===== src/rtl/throw_force_meter_if.sv =====
// Player-side signal bundle of the throw force meter: button/turn inputs,
// force and handshake outputs toward the trajectory controller and HUD.
interface throw_force_meter_if;
   logic       turn_active;
   logic       btn;
   logic [9:0] throw_force;
   logic       enable;
   logic       charging;
   logic       throw_done;

   modport master (
      output turn_active, btn,
      input  throw_force, enable, charging, throw_done
   );

   modport slave (
      input  turn_active, btn,
      output throw_force, enable, charging, throw_done
   );
endinterface


===== src/rtl/throw_force_meter.sv =====
// Charge-and-release throw force meter: sweeps force while the button is held,
// latches it on release for a flight window, then cools down before re-arming.
module throw_force_meter #(
   parameter int unsigned TICK_DIV       = 65000,
   parameter int unsigned FORCE_STEP     = 2,
   parameter int unsigned FORCE_MAX      = 1000,
   parameter int unsigned FLIGHT_TICKS   = 3000,
   parameter int unsigned COOLDOWN_TICKS = 500
) (
   input logic                clk,
   input logic                rst,
   throw_force_meter_if.slave tfm
);

   localparam int unsigned TW   = (TICK_DIV > 1) ? $clog2(TICK_DIV) : 1;
   localparam int unsigned CMAX = (FLIGHT_TICKS > COOLDOWN_TICKS) ? FLIGHT_TICKS : COOLDOWN_TICKS;
   localparam int unsigned CW   = (CMAX > 1) ? $clog2(CMAX) : 1;

   localparam logic [TW-1:0] TICK_LAST   = TW'(TICK_DIV - 1);
   localparam logic [CW-1:0] FLIGHT_LAST = CW'(FLIGHT_TICKS - 1);
   localparam logic [CW-1:0] COOL_LAST   = CW'(COOLDOWN_TICKS - 1);
   localparam logic [10:0]   STEP11      = 11'(FORCE_STEP);
   localparam logic [10:0]   MAX11       = 11'(FORCE_MAX);
   localparam logic [9:0]    MAX10       = 10'(FORCE_MAX);

   typedef enum logic [1:0] {
      S_IDLE,
      S_CHARGE,
      S_FLIGHT,
      S_COOLDOWN
   } state_t;

   logic          btn_m_q, btn_s_q, btn_d_q;
   logic [1:0]    fill_q;
   logic          arm_q;
   logic [TW-1:0] tick_cnt_q;
   logic          tick, rise, fall;

   state_t        state_q, state_d;
   logic [9:0]    force_q, force_d;
   logic          dir_q, dir_d;
   logic [CW-1:0] cnt_q, cnt_d;
   logic          enable_q, enable_d;
   logic          charging_q, charging_d;
   logic          done_q, done_d;
   logic [10:0]   sum11;

   // A button already held at reset release must be seen released once
   // (after the synchronizer has filled) before a press can start a charge.
   always_ff @(posedge clk) begin
      if (rst) begin
         btn_m_q <= 1'b0;
         btn_s_q <= 1'b0;
         btn_d_q <= 1'b0;
         fill_q  <= '0;
         arm_q   <= 1'b0;
      end else begin
         btn_m_q <= tfm.btn;
         btn_s_q <= btn_m_q;
         btn_d_q <= btn_s_q;
         if (fill_q != 2'd2) fill_q <= fill_q + 2'd1;
         if (fill_q == 2'd2 && !btn_s_q) arm_q <= 1'b1;
      end
   end

   assign rise = btn_s_q & ~btn_d_q & arm_q;
   assign fall = ~btn_s_q & btn_d_q;
   assign tick = (tick_cnt_q == TICK_LAST);

   always_ff @(posedge clk) begin
      if (rst) tick_cnt_q <= '0;
      else     tick_cnt_q <= tick ? '0 : tick_cnt_q + 1'b1;
   end

   always_comb begin
      state_d = state_q;
      force_d = force_q;
      dir_d   = dir_q;
      cnt_d   = cnt_q;
      done_d  = 1'b0;
      sum11   = {1'b0, force_q} + STEP11;

      case (state_q)
         S_IDLE: begin
            force_d = '0;
            if (rise && tfm.turn_active) begin
               state_d = S_CHARGE;
               dir_d   = 1'b0;
            end
         end
         S_CHARGE: begin
            if (!tfm.turn_active) begin
               state_d = S_IDLE;
               force_d = '0;
               dir_d   = 1'b0;
            end else if (fall) begin
               state_d = S_FLIGHT;
               cnt_d   = '0;
            end else if (tick) begin
               if (!dir_q) begin
                  if (sum11 >= MAX11) begin
                     force_d = MAX10;
                     dir_d   = 1'b1;
                  end else begin
                     force_d = sum11[9:0];
                  end
               end else if ({1'b0, force_q} <= STEP11) begin
                  force_d = '0;
                  dir_d   = 1'b0;
               end else begin
                  force_d = 10'(sum11 - STEP11 - STEP11);
               end
            end
         end
         S_FLIGHT: begin
            if (tick) begin
               if (cnt_q == FLIGHT_LAST) begin
                  state_d = S_COOLDOWN;
                  cnt_d   = '0;
                  force_d = '0;
                  done_d  = 1'b1;
               end else begin
                  cnt_d = cnt_q + 1'b1;
               end
            end
         end
         S_COOLDOWN: begin
            force_d = '0;
            if (tick) begin
               if (cnt_q == COOL_LAST) begin
                  state_d = S_IDLE;
                  cnt_d   = '0;
               end else begin
                  cnt_d = cnt_q + 1'b1;
               end
            end
         end
         default: begin
            state_d = S_IDLE;
            force_d = '0;
            dir_d   = 1'b0;
            cnt_d   = '0;
         end
      endcase

      enable_d   = (state_d == S_FLIGHT);
      charging_d = (state_d == S_CHARGE);
   end

   always_ff @(posedge clk) begin
      if (rst) begin
         state_q    <= S_IDLE;
         force_q    <= '0;
         dir_q      <= 1'b0;
         cnt_q      <= '0;
         enable_q   <= 1'b0;
         charging_q <= 1'b0;
         done_q     <= 1'b0;
      end else begin
         state_q    <= state_d;
         force_q    <= force_d;
         dir_q      <= dir_d;
         cnt_q      <= cnt_d;
         enable_q   <= enable_d;
         charging_q <= charging_d;
         done_q     <= done_d;
      end
   end

   assign tfm.throw_force = force_q;
   assign tfm.enable      = enable_q;
   assign tfm.charging    = charging_q;
   assign tfm.throw_done  = done_q;

endmodule


===== src/flat_wrapper.sv =====
// flat-port wrapper written by rule: the top's interface ports become plain ports
module throw_force_meter_flat 
#(
   parameter int unsigned TICK_DIV       = 65000,
   parameter int unsigned FORCE_STEP     = 2,
   parameter int unsigned FORCE_MAX      = 1000,
   parameter int unsigned FLIGHT_TICKS   = 3000,
   parameter int unsigned COOLDOWN_TICKS = 500
)
  (clk, rst, tfm_turn_active, tfm_btn, tfm_throw_force, tfm_enable, tfm_charging, tfm_throw_done);
  throw_force_meter_if tfm_i ();
  input logic clk;
  input logic rst;
  input wire logic [$bits(tfm_i.turn_active)-1:0] tfm_turn_active;
  input wire logic [$bits(tfm_i.btn)-1:0] tfm_btn;
  output wire logic [$bits(tfm_i.throw_force)-1:0] tfm_throw_force;
  output wire logic [$bits(tfm_i.enable)-1:0] tfm_enable;
  output wire logic [$bits(tfm_i.charging)-1:0] tfm_charging;
  output wire logic [$bits(tfm_i.throw_done)-1:0] tfm_throw_done;
  assign tfm_i.turn_active = tfm_turn_active;
  assign tfm_i.btn = tfm_btn;
  assign tfm_throw_force = tfm_i.throw_force;
  assign tfm_enable = tfm_i.enable;
  assign tfm_charging = tfm_i.charging;
  assign tfm_throw_done = tfm_i.throw_done;
  throw_force_meter #(.TICK_DIV(TICK_DIV), .FORCE_STEP(FORCE_STEP), .FORCE_MAX(FORCE_MAX), .FLIGHT_TICKS(FLIGHT_TICKS), .COOLDOWN_TICKS(COOLDOWN_TICKS)) u_core (.clk(clk), .rst(rst), .tfm(tfm_i));
endmodule

===== config.mk =====
export PLATFORM = sky130hd
export DESIGN_NAME = throw_force_meter_flat
export DESIGN_NICKNAME = d
export VERILOG_FILES = /design/src/rtl/throw_force_meter_if.sv /design/src/rtl/throw_force_meter.sv /design/src/flat_wrapper.sv
export SDC_FILE = /design/constraint.sdc
export NUM_CORES = 1
export LEC_CHECK = 0
export CAP_MARGIN = 20
export CORE_MARGIN = 5
export CORE_UTILIZATION = 40
export DETAILED_ROUTE_END_ITERATION = 16
export GPL_TIMING_DRIVEN = 0
export REMOVE_ABC_BUFFERS = 1
export SLEW_MARGIN = 20
export SYNTH_ARGS = -nofsm -noshare
export SYNTH_HDL_FRONTEND = slang
export SYNTH_SLANG_ARGS = --single-unit

===== constraint.sdc =====
create_clock -name clk -period 3 [get_ports clk]
set_clock_uncertainty 0.1 [all_clocks]
set_input_delay 0.9 -clock clk [delete_from_list [all_inputs] [get_ports clk]]
set_output_delay 0.9 -clock clk [all_outputs]
set_load 0.03 [all_outputs]

==> impl_metrics.env <==
export IMPL_ys_warn_count=0
export IMPL_groute_usage_overall_pct=13.7
export IMPL_timing_hold_ws_ns=0.355
export IMPL_synth_edf_count=0
export IMPL_relSlewSlack_pct=51.2
export IMPL_dpl_cell_area_mm2=0.00291
export IMPL_core_mm2=0.00672
export IMPL_area_delta_synth_final_pct=10.5
export IMPL_vdd_drop_max_uv=203
export IMPL_tritoncts="built"
export IMPL_cts_resized=0
export IMPL_postCtsHoldBufs=0
export IMPL_seq_area_frac_synth_pct=36.0
export IMPL_crit_path_end_kind="flop"
export IMPL_drc_errors=0
export IMPL_cp_data_arrival_time_ns=3.03
export IMPL_grt_pass1_wl_um=9790
export IMPL_drv_cap=0
export IMPL_critPathRequiredTime_ns=3.13
export IMPL_synthDistinctLibCells=56
export IMPL_p_sw_w=0.000292
export IMPL_timing_fmax_ghz=0.346
export IMPL_startpoint="tfm_turn_active"
export IMPL_antenna_found_initial=0
export IMPL_rows=30
export IMPL_worstSkewPairLatency_ns=0.31
export IMPL_numPortBuffers=15
export IMPL_r2r_end="u_core.cnt_q[7]"
export IMPL_synth_flop_cell="dfxtp_1"
export IMPL_power_density_mw_per_mm2=387
export IMPL_slew_viol_final=0
export IMPL_via_per_inst=5.42
export IMPL_status="complete, no violations"
export IMPL_post_route_min_period_ns=2.89
export IMPL_dieWidth_um=92.6
export IMPL_final_core_util_pct=44.8
export IMPL_grt_overflow=0
export IMPL_firstDrtPassIters=4
export IMPL_clkPwrFrac_pct=34.4
export IMPL_dieArea_mm2=0.00857
export IMPL_cts_max_path_buffers=2
export IMPL_diodes=0
export IMPL_grt_max_degree=21
export IMPL_path_clk_slew_ns=0.10
export IMPL_io_pins=17
export IMPL_r2r_start="u_core.tick_cnt_q[0]"
export IMPL_ys_seq_elements=49
export IMPL_cts_setup_buffers=0
export IMPL_p_seq_share_pct=58.9
export IMPL_finalInstanceArea_mm2=0.00301
export IMPL_synth_most_common_cell="dfxtp_1"
export IMPL_swShare_pct=25.0
export IMPL_synth_area_per_cell_um2=8.11
export IMPL_final_hold_viol_count=0
export IMPL_worst_pin_slew_ns=0.729
export IMPL_initial_core_util_pct=40.6
export IMPL_critical_path_class="input port to flop"
export IMPL_postSynthCellCount=336
export IMPL_gp_congestion=0.859
export IMPL_synth_area_mm2=0.00273
export IMPL_dr_total_vias=2291
export IMPL_path_max_fanout=7
export IMPL_yosysTopAreaCellShare_pct=36.0
export IMPL_ant_nets=0
export IMPL_wl_per_cell_um=13.4
export IMPL_power_leakage_nw=1.05
export IMPL_chipHeight_um=92.6
export IMPL_grt_pass1_vias=2120
export IMPL_comb_power_share_pct=6.6
export IMPL_worstSetupEndpoint="u_core.cnt_q[7]"
export IMPL_htree_levels=2
export IMPL_clockRootBuffer="clkbuf_8"
export IMPL_clkSinkCount=49
export IMPL_hp_class="flop to flop"
export IMPL_async_flop_share_pct=0
export IMPL_place_detailed_hpwl_um=4080
export IMPL_wl_um=5680
export IMPL_p_int_w=0.000875
export IMPL_synth_area_top_cells="dfxtp_1 36%, xor2_1 6.1%, nor2_1 5.8%"
export IMPL_drive_gt1_share_pct=6.71
export IMPL_synth_area_leader_cell="dfxtp_1"
export IMPL_critPathLaunchType="input port"
export IMPL_cts_inserted_buffers=5
export IMPL_drt_iter0_markers=81
export IMPL_synth_common_cells="49 x dfxtp_1, 42 x nor2_1, 37 x nand2_1"
export IMPL_nets=352
export IMPL_setup_viol=0
export IMPL_r2r_worst_path_cells=7
export IMPL_finalCritPeriodShare_pct=96.4
export IMPL_rsz0062_at_grt="false"
export IMPL_reg2reg_slack_ns=0.38
## placed cells by master, fill, tap and decap left out, drive strengths merged, types with 3 or more instances in the layout
cell type | netlist | routed
dfxtp | 49 | 49
nor2 | 42 | 42
nand2 | 37 | 37
xor2 | 19 | 19
xnor2 | 16 | 16
nand3 | 15 | 15
clkdlybuf4s50 | 0 | 15
nand4 | 13 | 13
a21oi | 13 | 13
inv | 10 | 11
o21ai | 8 | 8
nor2b | 8 | 8
a21o | 7 | 7
or3 | 6 | 6
nor3 | 6 | 6
ha | 6 | 6
a31oi | 5 | 5
clkbuf | 13 | 5
nand2b | 4 | 4
nor4 | 4 | 4
a211o | 4 | 4
nand3b | 3 | 3
and3 | 3 | 3
a31o | 3 | 3
a221oi | 3 | 3
and2 | 3 | 3
o31ai | 3 | 3
## flip-flops by register name (all words and copies together), names as in the netlist
| signal | cells |
|---|---|
| u_core.arm_q | 1 |
| u_core.btn_d_q | 1 |
| u_core.btn_m_q | 1 |
| u_core.btn_s_q | 1 |
| u_core.cnt_q | 12 |
| u_core.dir_q | 1 |
| u_core.fill_q | 2 |
| u_core.state_q | 2 |
| u_core.tfm.charging | 1 |
| u_core.tfm.enable | 1 |
| u_core.tfm.throw_done | 1 |
| u_core.tfm.throw_force | 9 |
| u_core.tick_cnt_q | 16 |
## how the worst min path moves through the flow
stage                               startpoint              endpoint  slack (ns)  cells past startpoint
final                           u_core.btn_m_q        u_core.btn_s_q        0.36                      1
after global placement    u_core.tick_cnt_q[0]  u_core.tick_cnt_q[0]        0.33                      1
after global routing            u_core.btn_m_q        u_core.btn_s_q        0.38                      1
after floorplan                 u_core.btn_m_q        u_core.btn_s_q        0.31                      1
after detailed placement        u_core.btn_m_q        u_core.btn_s_q        0.33                      1
after CTS                       u_core.btn_m_q        u_core.btn_s_q        0.36                      1
## power groups by stage
| stage | Combinational, W | Clock (W) | Sequential (W) |
|---|---|---|---|
| after detailed placement | 0.0000783 | 0 | 0.000702 |
| after CTS | 0.0000787 | 0.000419 | 0.000688 |
| after floorplan | 0.0000591 | 0 | 0.000700 |
| after global routing | 0.0000937 | 0.000448 | 0.000691 |
| after global placement | 0.0000750 | 0 | 0.000702 |
| final | 0.0000772 | 0.000402 | 0.000688 |
## final cells by class
| class | instances | area, um^2 |
|---|---|---|
| Fill cell | 656 | 3710 |
| Multi-Input combinational cell | 261 | 1650 |
| Sequential cell | 49 | 981 |
| Timing Repair Buffer | 15 | 150 |
| Tap cell | 80 | 100 |
| Clock buffer | 5 | 68.8 |
| Inverter | 10 | 37.5 |
| Clock inverter | 3 | 25.0 |
## worst max-delay path, cell delays in order
cell             delay [ns]
clkdlybuf4s50_1        0.55
nand3b_1               0.14
nand2b_1               0.32
a211oi_4               0.34
nand2_1                0.11
or4b_1                 0.48
a31oi_1                0.17
## stage by stage
step / setup TNS, ns / std cells / setup WS, ns / power (W)
3_5_place_dp: -0.561 / 415 / -0.180 / 0.000781
6_report: 0 / 423 / 0.108 / 0.00117
3_3_place_gp: -0.476 / 415 / -0.124 / 0.000777
5_1_grt: 0 / 423 / 0.0112 / 0.00123
4_1_cts: 0 / 423 / 0.121 / 0.00119
2_1_floorplan: 0 / 320 / 0.582 / 0.000759
## metal layers
| metal | vias up | part of all wire, % | GRT usage (%) |
|---|---|---|---|
| met5 | - | 0 | 0 |
| met4 | 0 | 0.62 | 3.71 |
| met3 | 2 | 2.4 | 2.76 |
| met2 | 25 | 48 | 23.9 |
| met1 | 1065 | 49 | 17.1 |
| li1 | 1199 | - | - |
## logic make-up (layout without fill, tap and decap cells)
logic type / after synthesis / after routing / share of synthesized area [%]
xor+xnor: 35 / 35 / 11.2
fa+ha+maj: 6 / 6 / 2.75
simple gates: 161 / 161 / 30.7
flops: 49 / 49 / 36.0
buf+inv: 26 / 33 / 3.76
compound gates: 58 / 58 / 15.4
other cells: 1 / 1 / 0.138
(Power assumes the default switching activity.)
